<file path="config.mk">
export PLATFORM = sky130hd
export DESIGN_NAME = button_bank_fsm
export DESIGN_NICKNAME = d
export VERILOG_FILES = /design/src/rtl/button_bank_fsm.sv
export SDC_FILE = /design/constraint.sdc
export NUM_CORES = 1
export LEC_CHECK = 0
export CAP_MARGIN = 20
export CORE_ASPECT_RATIO = 0.8
export CORE_MARGIN = 8
export CORE_UTILIZATION = 63
export CTS_BUF_LIST = sky130_fd_sc_hd__clkbuf_4 sky130_fd_sc_hd__clkbuf_8 sky130_fd_sc_hd__clkbuf_16
export CTS_CLUSTER_SIZE = 16
export DETAILED_ROUTE_END_ITERATION = 8
export GPL_ROUTABILITY_DRIVEN = 0
export MAX_ROUTING_LAYER = met4
export PLACE_DENSITY = 0.85
export SETUP_SLACK_MARGIN = 0.15
export SLEW_MARGIN = 20
export SYNTH_ARGS = -nofsm -noshare
export SYNTH_HDL_FRONTEND = slang
export SYNTH_SLANG_ARGS = --single-unit
</file>
<file path="constraint.sdc">
create_clock -name clk -period 5.6 [get_ports clk]
set_input_delay 1.12 -clock clk [delete_from_list [all_inputs] [get_ports clk]]
set_output_delay 1.12 -clock clk [all_outputs]
set_load 0.05 [all_outputs]
</file>
<file path="src/rtl/button_bank_fsm.sv">
// Multi-channel push-button front end: debounce, press/long-press strobes
// and a per-channel level output with toggle, momentary, latch or off modes.
module button_bank_fsm #(
    parameter int CHANNELS          = 4,
    parameter int DEBOUNCE_CYCLES   = 3,
    parameter int LONG_PRESS_CYCLES = 8,
    parameter int CNT_W             = 8
) (
    input  logic                    clk,
    input  logic                    rst,
    input  logic [CHANNELS-1:0]     button,
    input  logic [2*CHANNELS-1:0]   mode,
    input  logic                    clear,
    output logic [CHANNELS-1:0]     stateful_button,
    output logic [CHANNELS-1:0]     press_pulse,
    output logic [CHANNELS-1:0]     long_press
);

    localparam logic [1:0] S_IDLE    = 2'b00;
    localparam logic [1:0] S_PRESSED = 2'b01;
    localparam logic [1:0] S_HELD    = 2'b10;

    localparam logic [1:0] M_TOGGLE = 2'b00;
    localparam logic [1:0] M_MOMENT = 2'b01;
    localparam logic [1:0] M_LATCH  = 2'b10;

    localparam logic [CNT_W-1:0] DEB_LAST = CNT_W'(DEBOUNCE_CYCLES - 1);
    localparam logic [CNT_W-1:0] HOLD_MAX = CNT_W'(LONG_PRESS_CYCLES);
    localparam logic [CNT_W-1:0] ONE      = CNT_W'(1);

    logic [CHANNELS-1:0] r_db;
    logic [CNT_W-1:0]    r_deb  [CHANNELS];
    logic [CNT_W-1:0]    r_hold [CHANNELS];

    logic [CHANNELS-1:0] w_db_nxt;
    logic [CHANNELS-1:0] w_rise;
    logic [CHANNELS-1:0] w_off;
    logic [CHANNELS-1:0] w_st_nxt;
    logic [CHANNELS-1:0] w_pp_nxt;
    logic [CHANNELS-1:0] w_lp_nxt;
    logic [CNT_W-1:0]    w_deb_nxt  [CHANNELS];
    logic [CNT_W-1:0]    w_hold_nxt [CHANNELS];
    logic [1:0]          w_md       [CHANNELS];
    logic [1:0]          w_fsm_cur  [CHANNELS];
    logic [1:0]          w_fsm_nxt  [CHANNELS];

    // Channel state is implied by the debounced level and the hold count.
    function automatic logic [1:0] f_state(input logic db,
                                           input logic [CNT_W-1:0] hold);
        if (!db)
            return S_IDLE;
        return (hold == HOLD_MAX) ? S_HELD : S_PRESSED;
    endfunction

    always_comb begin
        w_db_nxt = r_db;
        w_rise   = '0;
        w_off    = '0;
        w_st_nxt = '0;
        w_pp_nxt = '0;
        w_lp_nxt = '0;
        for (int i = 0; i < CHANNELS; i++) begin
            w_deb_nxt[i]  = '0;
            w_hold_nxt[i] = r_hold[i];
            w_md[i]       = mode[2*i +: 2];
            w_fsm_cur[i]  = f_state(r_db[i], r_hold[i]);

            if (button[i] != r_db[i]) begin
                if (r_deb[i] == DEB_LAST)
                    w_db_nxt[i] = ~r_db[i];
                else
                    w_deb_nxt[i] = r_deb[i] + ONE;
            end

            w_rise[i] = w_db_nxt[i] & ~r_db[i];

            if (!w_db_nxt[i] || w_rise[i])
                w_hold_nxt[i] = '0;
            else if (r_hold[i] != HOLD_MAX)
                w_hold_nxt[i] = r_hold[i] + ONE;

            w_fsm_nxt[i] = f_state(w_db_nxt[i], w_hold_nxt[i]);

            w_off[i]    = (w_md[i] == 2'b11);
            w_pp_nxt[i] = w_rise[i] & ~w_off[i];
            w_lp_nxt[i] = (w_fsm_nxt[i] == S_HELD) &&
                          (w_fsm_cur[i] != S_HELD) && !w_off[i];

            case (w_md[i])
                M_TOGGLE: w_st_nxt[i] = stateful_button[i] ^ w_rise[i];
                M_MOMENT: w_st_nxt[i] = w_db_nxt[i];
                M_LATCH:  w_st_nxt[i] = stateful_button[i] | w_rise[i];
                default:  w_st_nxt[i] = 1'b0;
            endcase

            // Clear beats a coincident press; the strobe is still emitted.
            if (clear)
                w_st_nxt[i] = 1'b0;
        end
    end

    always_ff @(posedge clk) begin
        if (rst) begin
            r_db            <= '0;
            stateful_button <= '0;
            press_pulse     <= '0;
            long_press      <= '0;
            for (int i = 0; i < CHANNELS; i++) begin
                r_deb[i]  <= '0;
                r_hold[i] <= '0;
            end
        end else begin
            r_db            <= w_db_nxt;
            stateful_button <= w_st_nxt;
            press_pulse     <= w_pp_nxt;
            long_press      <= w_lp_nxt;
            for (int i = 0; i < CHANNELS; i++) begin
                r_deb[i]  <= w_deb_nxt[i];
                r_hold[i] <= w_hold_nxt[i];
            end
        end
    end

endmodule

</file>
# Word level (Yosys, flattened, before mapping)
# Memories as Yosys holds them, arrays and structs flattened.
# Cells that the tools add are included.
[totals]
register_bits = 16
ramBits = 64
input_bits = 15
output_inout_bits = 12
wordCells = 166
mem_count = 2
[mem_list]
columns = ["memory", "words", "width", "rd", "rd_ports_with_merged_regs", "wr", "line", "source"]
rows = [
  ["r_deb", 4, 8, 4, 0, 4, "32", "logic [CNT_W-1:0] r_deb [CHANNELS];"],
  ["r_hold", 4, 8, 4, 0, 4, "33", "logic [CNT_W-1:0] r_hold [CHANNELS];"],
]
[op_classes]
n_addsub = 8
eq_ne = 40
mux = 55
bitwise_logic = 32
reduce_logical = 25
[op_table]
columns = ["cell", "n"]
rows = [
  ["2-to-1 mux 8 bit", 24],
  ["adder 8 x 1 -> 8 bit (second input constant)", 8],
  ["== test 8 x 4 -> 1 bit (second input constant)", 8],
  ["== test 8 x 2 -> 1 bit (second input constant)", 4],
  ["2-to-1 mux 2 bit", 16],
  ["!= test 8 x 4 -> 1 bit (second input constant)", 4],
  ["== test 2 bit (second input constant)", 12],
  ["OR 1 bit", 12],
  ["one-hot mux 1 bit (3 select lines)", 4],
  ["2-to-1 mux 1 bit", 11],
  ["bitwise AND 1 bit", 8],
  ["== test 2 x 1 -> 1 bit (second input constant)", 4],
  ["logical AND 1 bit", 8],
  ["logical NOT 1 bit", 8],
  ["logical NOT 2 bit", 4],
  ["!= test 2 bit (second input constant)", 4],
  ["NOT 1 bit", 8],
  ["logical OR 1 bit", 4],
  ["!= test 1 bit", 4],
  ["XOR 1 bit", 4],
  ["OR reduction 2 bit", 1],
]

# Longest topological paths before layout
[depth]
ltp_word = 12
ltp_mapped = 10
depth_no_buf = 10

# Worst setup path after synthesis
# No wires, ideal clock.
[synth_path]
path_kind = "input -> register"
startpoint = "in button[1]"
endpoint = "reg stateful_button[1]"
setup_ns = 0.115
arrival_time_ns = 2.156
t_required_ns = 5.485
path_slack_ns = 3.329
path_stages = 5
n_path_buf = 0
path_cell_list = "or3b_2 > ha_1 > mux2i_1 > nor2_1 > o21a_1"
[synth_via]
elab_chain_len = 5
word_cells_on_any_way = 6
classes_between = "1 x eq/ne; 2 x mux; 3 x bitwise"
[synth_rtl]
columns = ["item", "line", "source"]
rows = [
  ["from (decl)", "11", "input logic [CHANNELS-1:0] button,"],
  ["!= test 1 bit *", "68", "if (button[i] != r_db[i]) begin"],
  ["2-to-1 mux 1 bit *", "68", ""],
  ["bitwise AND 1 bit", "75", "w_rise[i] = w_db_nxt[i] & ~r_db[i];"],
  ["OR 1 bit / XOR 1 bit (equally long branches)", "92, 90", ""],
  ["one-hot mux 1 bit (3 select lines) *", "89", "case (w_md[i])"],
  ["to (signal assigned)", "114", "stateful_button <= w_st_nxt;"],
  ["to (decl)", "14", "output logic [CHANNELS-1:0] stateful_button,"],
]
# Mark *: on every way between the ends. The rest lies on a longest branch, timed or not.
# A chain may end at the register's enable or synchronous reset.

==> metrics.yaml <==
outcome: "finished, final reports clean"
crit_family: "buffers and inverters"
cts_buffers: 9
crit_buf_inv: 1
num_rows: 25
yosysTopAreaCell: "dfxtp_1"
grt_pass1_vias: 2837
placed_cells: 534
area_growth_syn_to_layout_pct: 15.2
start_util_pct: 65.1
fin_area_um2: 4410
postCtsSetupBuffers: 0
cts_root_buffer: "clkbuf_8"
power_density_nw_per_um2: 261
design.die.area_um2: 8850
die_w_um: 103
synthTopCellsByArea: "dfxtp_1, nor2_1, xnor2_1"
required_ps: 5840
clk_path_buf_depth: 2
insertion_delay_ps: 350
port_buffers: 26
ir_worst_vdd_uv: 190
clock_skew_ps: 9.07
antenna_cells: 0
syn-num-nets: 467
final_common_cell: "nor2_1"
power_mw: 1.15
final_cell_mix: "nor2_1, dfxtp_1, nand3_1, xnor2_1, xor2_1"
min_path_type: "reg2reg"
dp_hpwl_um: 5160
grt_start_max_net_pins: 21
synth_top_area_share_pct: 41.8
drt_wl_total_um: 7140
cp_max_fo: 20
synthArstFlopShare_pct: 0
maxSlewHeadroom_pct: 49.5
crit_slowest_cell: "clkdlybuf4s50_1"
path_cells: "clkdlybuf4s50_1 > a2111oi_0 > o211ai_1 > nor4_1"
die_y_um: 85.7
synth_edf_count: 0
period_minus_slack_ps: 2750
cpPeakStageDelay_ps: 800
globalRoute.totalOverflow: 0
holdBufCountCts: 0
drtIter0Drc: 114
syn_area_um2: 3830
finalCritPeriodShare_pct: 49.1
tightest_slew_ps: 755
yosysWarnings: 0
cp-end-kind: "flip-flop"
ioPinCount: 27
stdcell_count: 550
grt_first_pass_wirelength_um: 12300
critPathKind: "in2reg"
viasPerCell: 5.33
vias: 2932
dpl_cell_area_um2: 4160
rsz0062_at_grt: "no"
postCtsResizedCells: 0
cts_tree: "built"
avgSynthCellArea_um2: 8.87
crit_arrival_ps: 2980
whs_path_depth: 1
seq_area_frac_synth_pct: 41.8
synthFlopType: "dfxtp_1"
p_leak_nw: 1.61
holdWs_ps: 465
max_freq_mhz: 364
antenna_found_initial: 0
report.final.slew_viol_count: 0
clock_sinks: 80
ff2ff_path_depth: 7
wl_per_cell_um: 13.0
drcViolationCount: 0
yosysUniqueCellTypes: 42
setup_violations: 0
yosys_register_bits: 80
cp.depth: 4
fin_nets: 499
drv_cap: 0
path_clk_slew_ps: 70
firstDrtPassIters: 4
htree_levels: 3
core_area_um2: 5880
drive_above_1_share_pct: 5.33
grt_usage_pct: 17.6
finalSetupTns_ps: 0
ant_nets: 0
hold_viol: 0
synth_cells: 432
worst_setup_path_start_kind: "input pin"
per-layer routing:
metal | vias up | GRT usage [%] | part of all wire [%]
li1 | 1521 | - | -
met4 | 0 | 4.33 | 0.38
met1 | 1360 | 20.5 | 46
met2 | 47 | 29.3 | 50
met3 | 4 | 4.94 | 3.5
met5 | - | - | 0
kinds of logic after synthesis:
logic type | Yosys count | synth area share [%]
and+or+nand+nor | 198 | 25.5
AOI/OAI and AO/OA | 32 | 5.82
adders and majority gates | 20 | 6.53
xor gates and xnor gates | 62 | 14.2
DFF | 80 | 41.8
muxes | 11 | 2.91
buffers and inverters | 29 | 3.23
worst paths after layout:
| kind | from | end | slack [ps] |
|---|---|---|---|
| worst max register to register | r_deb[3][2] | stateful_button[3] | 3390 |
| worst min register to register | r_deb[1][0] | r_deb[1][0] | 470 |
| worst max-delay path | rst | long_press[3] | 2850 |
| worst min-delay path | r_deb[1][0] | r_deb[1][0] | 470 |
state kept, by name, indices dropped and copies added, names as in the netlist:
name	flops
r_hold	32
r_db	4
long_press	4
press_pulse	4
r_deb	32
stateful_button	4
metrics by stage:
stage / setup WS, ps / utilization [%]
after floorplan: 3330 / -
after global placement: 2700 / 70.7
after detailed placement: 2590 / 70.7
after CTS: 2880 / 75.0
after global routing: 2600 / 75.0
final: 2850 / 75.0
where the power goes:
| group | switching (mW) | total [mW] | internal (mW) |
|---|---|---|---|
| clock | 0.203 | 0.523 | 0.320 |
| combinational | 0.0268 | 0.0491 | 0.0222 |
| sequential | 0.00598 | 0.580 | 0.574 |
cells in the mapped netlist (all sizes together) (2+ instances only):
master and instances:
nand2 14, nor3 10, nor2 91, o211ai 3
xor2 29, or3b 3, nand4 4, o21a 4
nor2b 6, a31oi 3, and3 13, a21oi 5
a211oi 6, or2 2, xnor2 33, nor4 5
nand2b 3, dfxtp 80, buf 2, nand3 34
or3 4, mux2i 10, nor3b 4, inv 24
a2111oi 2, o21ai 4, ha 20, clkbuf 3
cell type report:
type	instances	area (µm²)
multi-input combinational	323	2100
sequential	80	1600
fill	447	1470
timing repair buffer	26	260
clock buffer	11	151
clock inverter	5	103
tap	81	101
inverter	24	90.1
Note: power is estimated with default switching activity, not from simulation.
